[src/rtl/data_mem_arbiter.sv]
// Round-robin arbiter and access sequencer sharing the single-ported DataMemory between the
// CPU MEM stage (requester 0) and the loader/debug DMA port (requester 1).
module data_mem_arbiter (
    input  logic        Clock,
    input  logic        Reset,

    input  logic        Req0,
    input  logic        We0,
    input  logic [1:0]  Cmd0,
    input  logic        Unsigned0,
    input  logic [31:0] Addr0,
    input  logic [31:0] WData0,
    output logic        Gnt0,
    output logic        Ack0,
    output logic        Err0,
    output logic [31:0] RData0,

    input  logic        Req1,
    input  logic        We1,
    input  logic [1:0]  Cmd1,
    input  logic        Unsigned1,
    input  logic [31:0] Addr1,
    input  logic [31:0] WData1,
    output logic        Gnt1,
    output logic        Ack1,
    output logic        Err1,
    output logic [31:0] RData1,

    output logic        Mem_R_en,
    output logic        Mem_W_en,
    output logic [31:0] Mem_Address,
    output logic [31:0] Mem_W_data,
    output logic [1:0]  Mem_ReadCommand,
    output logic [1:0]  Mem_WriteCommand,
    input  logic [31:0] Mem_R_data
);

    typedef enum logic [1:0] {StIdle, StIssue, StResp} state_e;

    localparam logic [1:0] CmdWord = 2'd0;
    localparam logic [1:0] CmdHalf = 2'd1;
    localparam logic [1:0] CmdByte = 2'd2;

    state_e      r_state, w_state_next;
    logic        r_last, r_sel, r_we, r_uns, r_legal;
    logic [1:0]  r_cmd;
    logic [31:0] r_addr, r_wdata;

    logic        w_any, w_win, w_arb, w_legal;
    logic        w_we, w_uns;
    logic [1:0]  w_cmd;
    logic [31:0] w_addr, w_wdata;
    logic        w_mem_on, w_ack, w_err;
    logic [31:0] w_ext;

    // Arbitration: a lone requester wins; on a tie the one not granted last time wins.
    always_comb begin
        w_any   = Req0 | Req1;
        w_win   = (Req0 && Req1) ? ~r_last : Req1;
        w_we    = w_win ? We1       : We0;
        w_cmd   = w_win ? Cmd1      : Cmd0;
        w_uns   = w_win ? Unsigned1 : Unsigned0;
        w_addr  = w_win ? Addr1     : Addr0;
        w_wdata = w_win ? WData1    : WData0;
        w_arb   = (r_state != StIssue) && w_any;
        case (w_cmd)
            CmdWord: w_legal = (w_addr[1:0] == 2'b00);
            CmdHalf: w_legal = ~w_addr[0];
            CmdByte: w_legal = 1'b1;
            default: w_legal = 1'b0;
        endcase
    end

    always_ff @(posedge Clock or negedge Reset) begin
        if (!Reset) begin
            r_state <= StIdle;
        end else begin
            r_state <= w_state_next;
        end
    end

    always_comb begin
        w_state_next = r_state;
        unique case (r_state)
            StIdle:  w_state_next = w_any ? StIssue : StIdle;
            StIssue: w_state_next = StResp;
            StResp:  w_state_next = w_any ? StIssue : StIdle;
            default: w_state_next = StIdle;
        endcase
    end

    always_ff @(posedge Clock or negedge Reset) begin
        if (!Reset) begin
            r_last  <= 1'b1;
            r_sel   <= 1'b0;
            r_we    <= 1'b0;
            r_cmd   <= 2'd0;
            r_uns   <= 1'b0;
            r_addr  <= 32'h0;
            r_wdata <= 32'h0;
            r_legal <= 1'b0;
        end else if (w_arb) begin
            r_last  <= w_win;
            r_sel   <= w_win;
            r_we    <= w_we;
            r_cmd   <= w_cmd;
            r_uns   <= w_uns;
            r_addr  <= w_addr;
            r_wdata <= w_wdata;
            r_legal <= w_legal;
        end
    end

    // Load data arrives right-aligned; only the extension is done here.
    always_comb begin
        case (r_cmd)
            CmdWord: w_ext = Mem_R_data;
            CmdHalf: w_ext = r_uns ? {16'h0, Mem_R_data[15:0]}
                                   : {{16{Mem_R_data[15]}}, Mem_R_data[15:0]};
            CmdByte: w_ext = r_uns ? {24'h0, Mem_R_data[7:0]}
                                   : {{24{Mem_R_data[7]}}, Mem_R_data[7:0]};
            default: w_ext = 32'h0;
        endcase
    end

    always_comb begin
        w_mem_on         = (r_state == StIssue) && r_legal;
        w_ack            = (r_state == StResp) && r_legal;
        w_err            = (r_state == StResp) && !r_legal;

        Gnt0             = (r_state == StIssue) && !r_sel;
        Gnt1             = (r_state == StIssue) && r_sel;
        Ack0             = w_ack && !r_sel;
        Ack1             = w_ack && r_sel;
        Err0             = w_err && !r_sel;
        Err1             = w_err && r_sel;
        RData0           = (w_ack && !r_we && !r_sel) ? w_ext : 32'h0;
        RData1           = (w_ack && !r_we && r_sel) ? w_ext : 32'h0;

        Mem_R_en         = w_mem_on && !r_we;
        Mem_W_en         = w_mem_on && r_we;
        Mem_Address      = w_mem_on ? r_addr : 32'h0;
        Mem_W_data       = w_mem_on ? r_wdata : 32'h0;
        Mem_ReadCommand  = w_mem_on ? r_cmd : 2'd0;
        Mem_WriteCommand = w_mem_on ? r_cmd : 2'd0;
    end

endmodule

[config.mk]
export PLATFORM = sky130hd
export DESIGN_NAME = data_mem_arbiter
export DESIGN_NICKNAME = d
export VERILOG_FILES = /design/src/rtl/data_mem_arbiter.sv
export SDC_FILE = /design/constraint.sdc
export NUM_CORES = 1
export LEC_CHECK = 0
export BUFFER_PORTS_ARGS = -buffer_cell sky130_fd_sc_hd__buf_2
export CAP_MARGIN = 10
export CORE_AREA = 2 2 120 122
export CTS_CLUSTER_DIAMETER = 100
export DETAILED_ROUTE_END_ITERATION = 6
export DIE_AREA = 0 0 122 124
export PLACE_DENSITY_LB_ADDON = 0.25
export SYNTH_ARGS = -nofsm -noshare
export SYNTH_HDL_FRONTEND = slang
export SYNTH_SLANG_ARGS = --single-unit
[constraint.sdc]
create_clock -name Clock -period 3.3 [get_ports Clock]
set_input_delay 0.33 -clock Clock [delete_from_list [all_inputs] [get_ports Clock]]
set_output_delay 0.33 -clock Clock [all_outputs]
set_load 0.01 [all_outputs]
# Word-level counts from Yosys, hierarchy flattened
# Index checks and enable logic that the tools add are counted.
# totals
latch_bits	0
ram_bits	0
n_memories	0
romBits	0
regBits	73
elab_cells	60
in_bits	172
# op_classes
n_mux	17
multipliers	0
eq_ne	7
div	0
magnitude_cmp	0
n_addsub	0
shift	0
reduce_logical	24
bitwise_logic	3
# op_table
op	count
32-bit two-way mux	8
32-bit case mux with 3 select lines	1
1-bit logical AND	16
2-bit zero test	4
2-bit by 1-bit equality test with 1-bit output, second input constant	3
2-bit equality test, second input constant	3
1-bit two-way mux	4
2-bit two-way mux	2
2-bit case mux with 2 select lines	1
1-bit zero test	3
1-bit case mux with 3 select lines	1
2-bit by 1-bit inequality test with 1-bit output, second input constant	1
1-bit inverter	2
2-bit OR reduction	1
1-bit OR	1

# Logic depth before layout (Yosys ltp)
# depth
word_depth	5
ltp_mapped	6
depth_no_buf	4

# Least setup slack after synthesis
# Ideal clock, no wire load.
# synth_path
kind	register to output
from	reg r_state[1]
to	out Mem_WriteCommand[0]
path_slack_ns	1.545
t_arrival_ns	1.425
stages_incl_launch_ff	7
required_ns	2.970
path_cell_list	dfrtp_1 nand2b_2 inv_1 buf_2 buf_2 and3_1 buf_4
# synth_via
elab_chain_cells	3
# synth_rtl
item	line	source
start, declared	44	state_e r_state, w_state_next;
start signal, assigned	76	r_state <= StIdle;
start signal, assigned	78	r_state <= w_state_next;
2-bit by 1-bit equality test with 1-bit output	127	w_mem_on = (r_state == StIssue) && r_legal;
1-bit logical AND	127	
2-bit two-way mux	n/a	
end, declared	34	output logic [1:0] Mem_WriteCommand,
# No other way between the ends.

# Worst setup path after layout
# layout_path
from	reg r_state[0]
to	out RData1[30]
# layout_via
elab_chain_cells	5
# layout_rtl
item	line	source
2-bit equality test	128	w_ack = (r_state == StResp) && r_legal;
1-bit logical AND	128	
1-bit logical AND (2 in series)	138	RData1 = (w_ack && !r_we && r_sel) ? w_ext : 32'h0;
32-bit two-way mux	138	
end, declared	27	output logic [31:0] RData1,
# No other way between the ends.

==> results_dict.tcl <==
set metrics [dict create \
    status "completed" \
    finalSetupViolations 0 \
    post-route-drc-count 0 \
    place_hpwl_um 11270 \
    syn_area_mm2 0.004672 \
    synth_nets 633 \
    ys_warn_count 0 \
    post-cts-setup-buffer-count 0 \
    ant_nets 0 \
    dp_cells 915 \
    maxCapViolCount 0 \
    slowest_stage "or3_1" \
    syn_to_final_growth_pct 40.95 \
    path_cells "nand3b_1 > or3_1 > a21oi_1 > buf_2" \
    nets 918 \
    synth.avg_cell_area_um2 10.13 \
    viasPerCell 4.930 \
    hp-class "in2async" \
    instances_no_fill 931 \
    gr-usage-all-layers_pct 18.33 \
    hold_viol_final 0 \
    finalCriticalPeriod_ns 2.699 \
    vias 4590 \
    rows 43 \
    cp-end-kind "output pin" \
    clk_latency_ns 0.33 \
    diodes 0 \
    finClkSkew_ns 0.006330 \
    rr_worst_depth 5 \
    drv_slew 0 \
    die_w_um 122 \
    arrival_ns 2.37 \
    initial_core_util_pct 34.05 \
    routed_wl_um 14820 \
    cp-startpoint "r_state[0]" \
    clockBufferDepth 2 \
    post_cts_resized 0 \
    grt_overflow 0 \
    tightest_slew_ns 1.009 \
    power_density_mw_per_mm2 504.9 \
    holdWs_ns 0.1390 \
    irDropWorstVdd_mv 0.2833 \
    critical_path_buf_inv_count 1 \
    die_y_um 124 \
    max_freq_mhz 370.5 \
    ioPinCount 312 \
    leakagePower_nw 3.650 \
    core_mm2 0.01372 \
    crit_type "reg2out" \
    synth_cell_type_count 30 \
    relSlewSlack_pct 32.74 \
    cts.sink_count 73 \
    syn_inst 461 \
    numCtsBuffers 9 \
    path_depth 4 \
    cts-root-buf "clkbuf_16" \
    ctsHoldBuffers 0 \
    finalCritPeriodShare_pct 81.80 \
    io_buffer_count 311 \
    cts_max_level 3 \
    wire_per_inst_um 15.92 \
    drive_above_1_share_pct 54.33 \
    critPathTopFamily "simple AND/OR/NAND/NOR gates" \
    reg2reg_slack_ns 1.09 \
    crit_path_end "RData1[30]" \
    grt_max_degree 74 \
    cp_max_fo 32 \
    die_area_mm2 0.01513 \
    drt-initial-drc-count 188 \
    rsz0062_at_grt "false" \
    first_pass_iters 4 \
    cts_tree "yes" \
    critPathMaxStageDelay_ns 0.74 \
    grt_pass1_wl_um 21510 \
    grt_pass1_vias 4345 \
    routabilityCongestion 0.7828 \
    antenna_found_initial 0 \
    r2r-start "r_state[1]" \
    clkSlewWorstSetupHoldPaths_ns 0.06 \
    r2r_end "r_wdata[18]" \
    start_kind "register" \
    crit_required_ns 2.97 \
    timing.setup.tns_ns 0 \
    ys_seq_area_share_pct 39.13 \
    nFillCells 1362 \
    ys_seq_elements 73 \
]
## worst reg2reg max path: stages, from the launching register on
cell and delay, ns:
dfrtp_1 0.40, nand2b_2 0.24, inv_2 0.73, nor2_4 0.07, buf_4 0.31, mux2_2 0.36
## metrics by stage
step / setup slack, ns / area [um2] / total power [mW] / util, %
6_report: 0.6006 / 6585 / 3.325 / 48.00
3_3_place_gp: 0.9979 / 6262 / 2.269 / 45.65
5_1_grt: 0.4538 / 6585 / 3.534 / 48.00
2_1_floorplan: 1.545 / 4672 / 1.938 / -
3_5_place_dp: 0.9720 / 6262 / 2.303 / 45.65
4_1_cts: 0.6125 / 6585 / 3.370 / 48.00
## cells in the final DEF (no fill, tap or decap), types with 13 or more instances in the layout
cell     count
buf_2      310
dfrtp_1     71
mux2_2      69
and3_1      67
mux2_1      57
nor2_1      41
a21oi_1     41
nand2_1     27
o21ai_0     13
## flip-flops by register name (all words and copies together), names as in the netlist
| register | flops |
|---|---|
| r_last | 1 |
| r_addr | 32 |
| r_legal | 1 |
| r_sel | 1 |
| r_state | 2 |
| r_uns | 1 |
| r_cmd | 2 |
| r_we | 1 |
| r_wdata | 32 |
## cells in the mapped netlist
cell       n  area share, %
and3_1    67            9.0
or3_1      2           0.27
buf_6      7            1.7
dfstp_2    1           0.56
mux2_1    57             14
nor2_1    41            3.3
nor2b_1    1           0.13
a21oi_1   41            4.4
nand2b_1   2           0.27
o31ai_1    1           0.16
inv_1      4           0.32
clkbuf_1  19            1.5
buf_4      9            1.4
dfrtp_1   72             39
nand2b_2   1           0.19
mux2_2    69             17
a21o_1     1           0.16
buf_2      9           0.96
nor2_4     1           0.24
a21boi_1   1           0.16
a221oi_1   1           0.19
nand2_1   27            2.2
a31oi_1    1           0.13
nor4b_1    2           0.38
mux2i_1    5            1.1
o21ai_0   13            1.4
nor4bb_1   1           0.21
o311a_1    1           0.21
nand3b_1   3           0.48
buf_1      1          0.080
## how the worst min path moves through the flow
| stage | cells past startpoint | endpoint | slack [ns] | startpoint |
|---|---|---|---|---|
| 5_1_grt | 1 | r_wdata[22] | 0.22 | Reset |
| 4_1_cts | 1 | r_addr[15] | 0.17 | Reset |
| 3_3_place_gp | 1 | r_addr[27] | 0.48 | r_addr[27] |
| 6_report | 1 | r_addr[15] | 0.14 | Reset |
| 3_5_place_dp | 1 | r_addr[4] | 0.49 | r_addr[4] |
| 2_1_floorplan | 0 | r_addr[0] | 0.03 | Reset |
## area by class of cell
class	instances	area (um2)	share of cell area (%)
Inverter	4	15.01	0.2280
Multi-Input combinational cell	339	2574	39.08
Clock inverter	4	76.32	1.159
Timing Repair Buffer	319	1619	24.59
Clock buffer	12	246.5	3.743
Tap cell	180	225.2	3.420
Sequential cell	73	1829	27.78
## cells by family (layout without fill, tap and decap cells)
family	count (synthesis)	in the layout	share of synthesized area, %
muxes	131	131	31.44
and+or+nand+nor	148	148	16.60
AOI/OAI and AO/OA	60	60	6.803
buffers and inverters	49	339	6.025
DFF	73	73	39.13
## where the power goes
| group | switching (mW) | internal (mW) |
|---|---|---|
| Clock | 0.357 | 0.684 |
| Combinational | 0.542 | 0.499 |
| Sequential | 0.121 | 1.12 |
## routing by layer
| metal | GRT usage (%) | wire [um] | vias to the layer above |
|---|---|---|---|
| met4 | 6.034 | 245 | 0 |
| met3 | 4.853 | 1244 | 14 |
| met1 | 19.63 | 5506 | 2179 |
| met5 | 0 | 0 | - |
| met2 | 34.85 | 7823 | 204 |
| li1 | - | - | 2193 |
(Power assumes the default switching activity.)
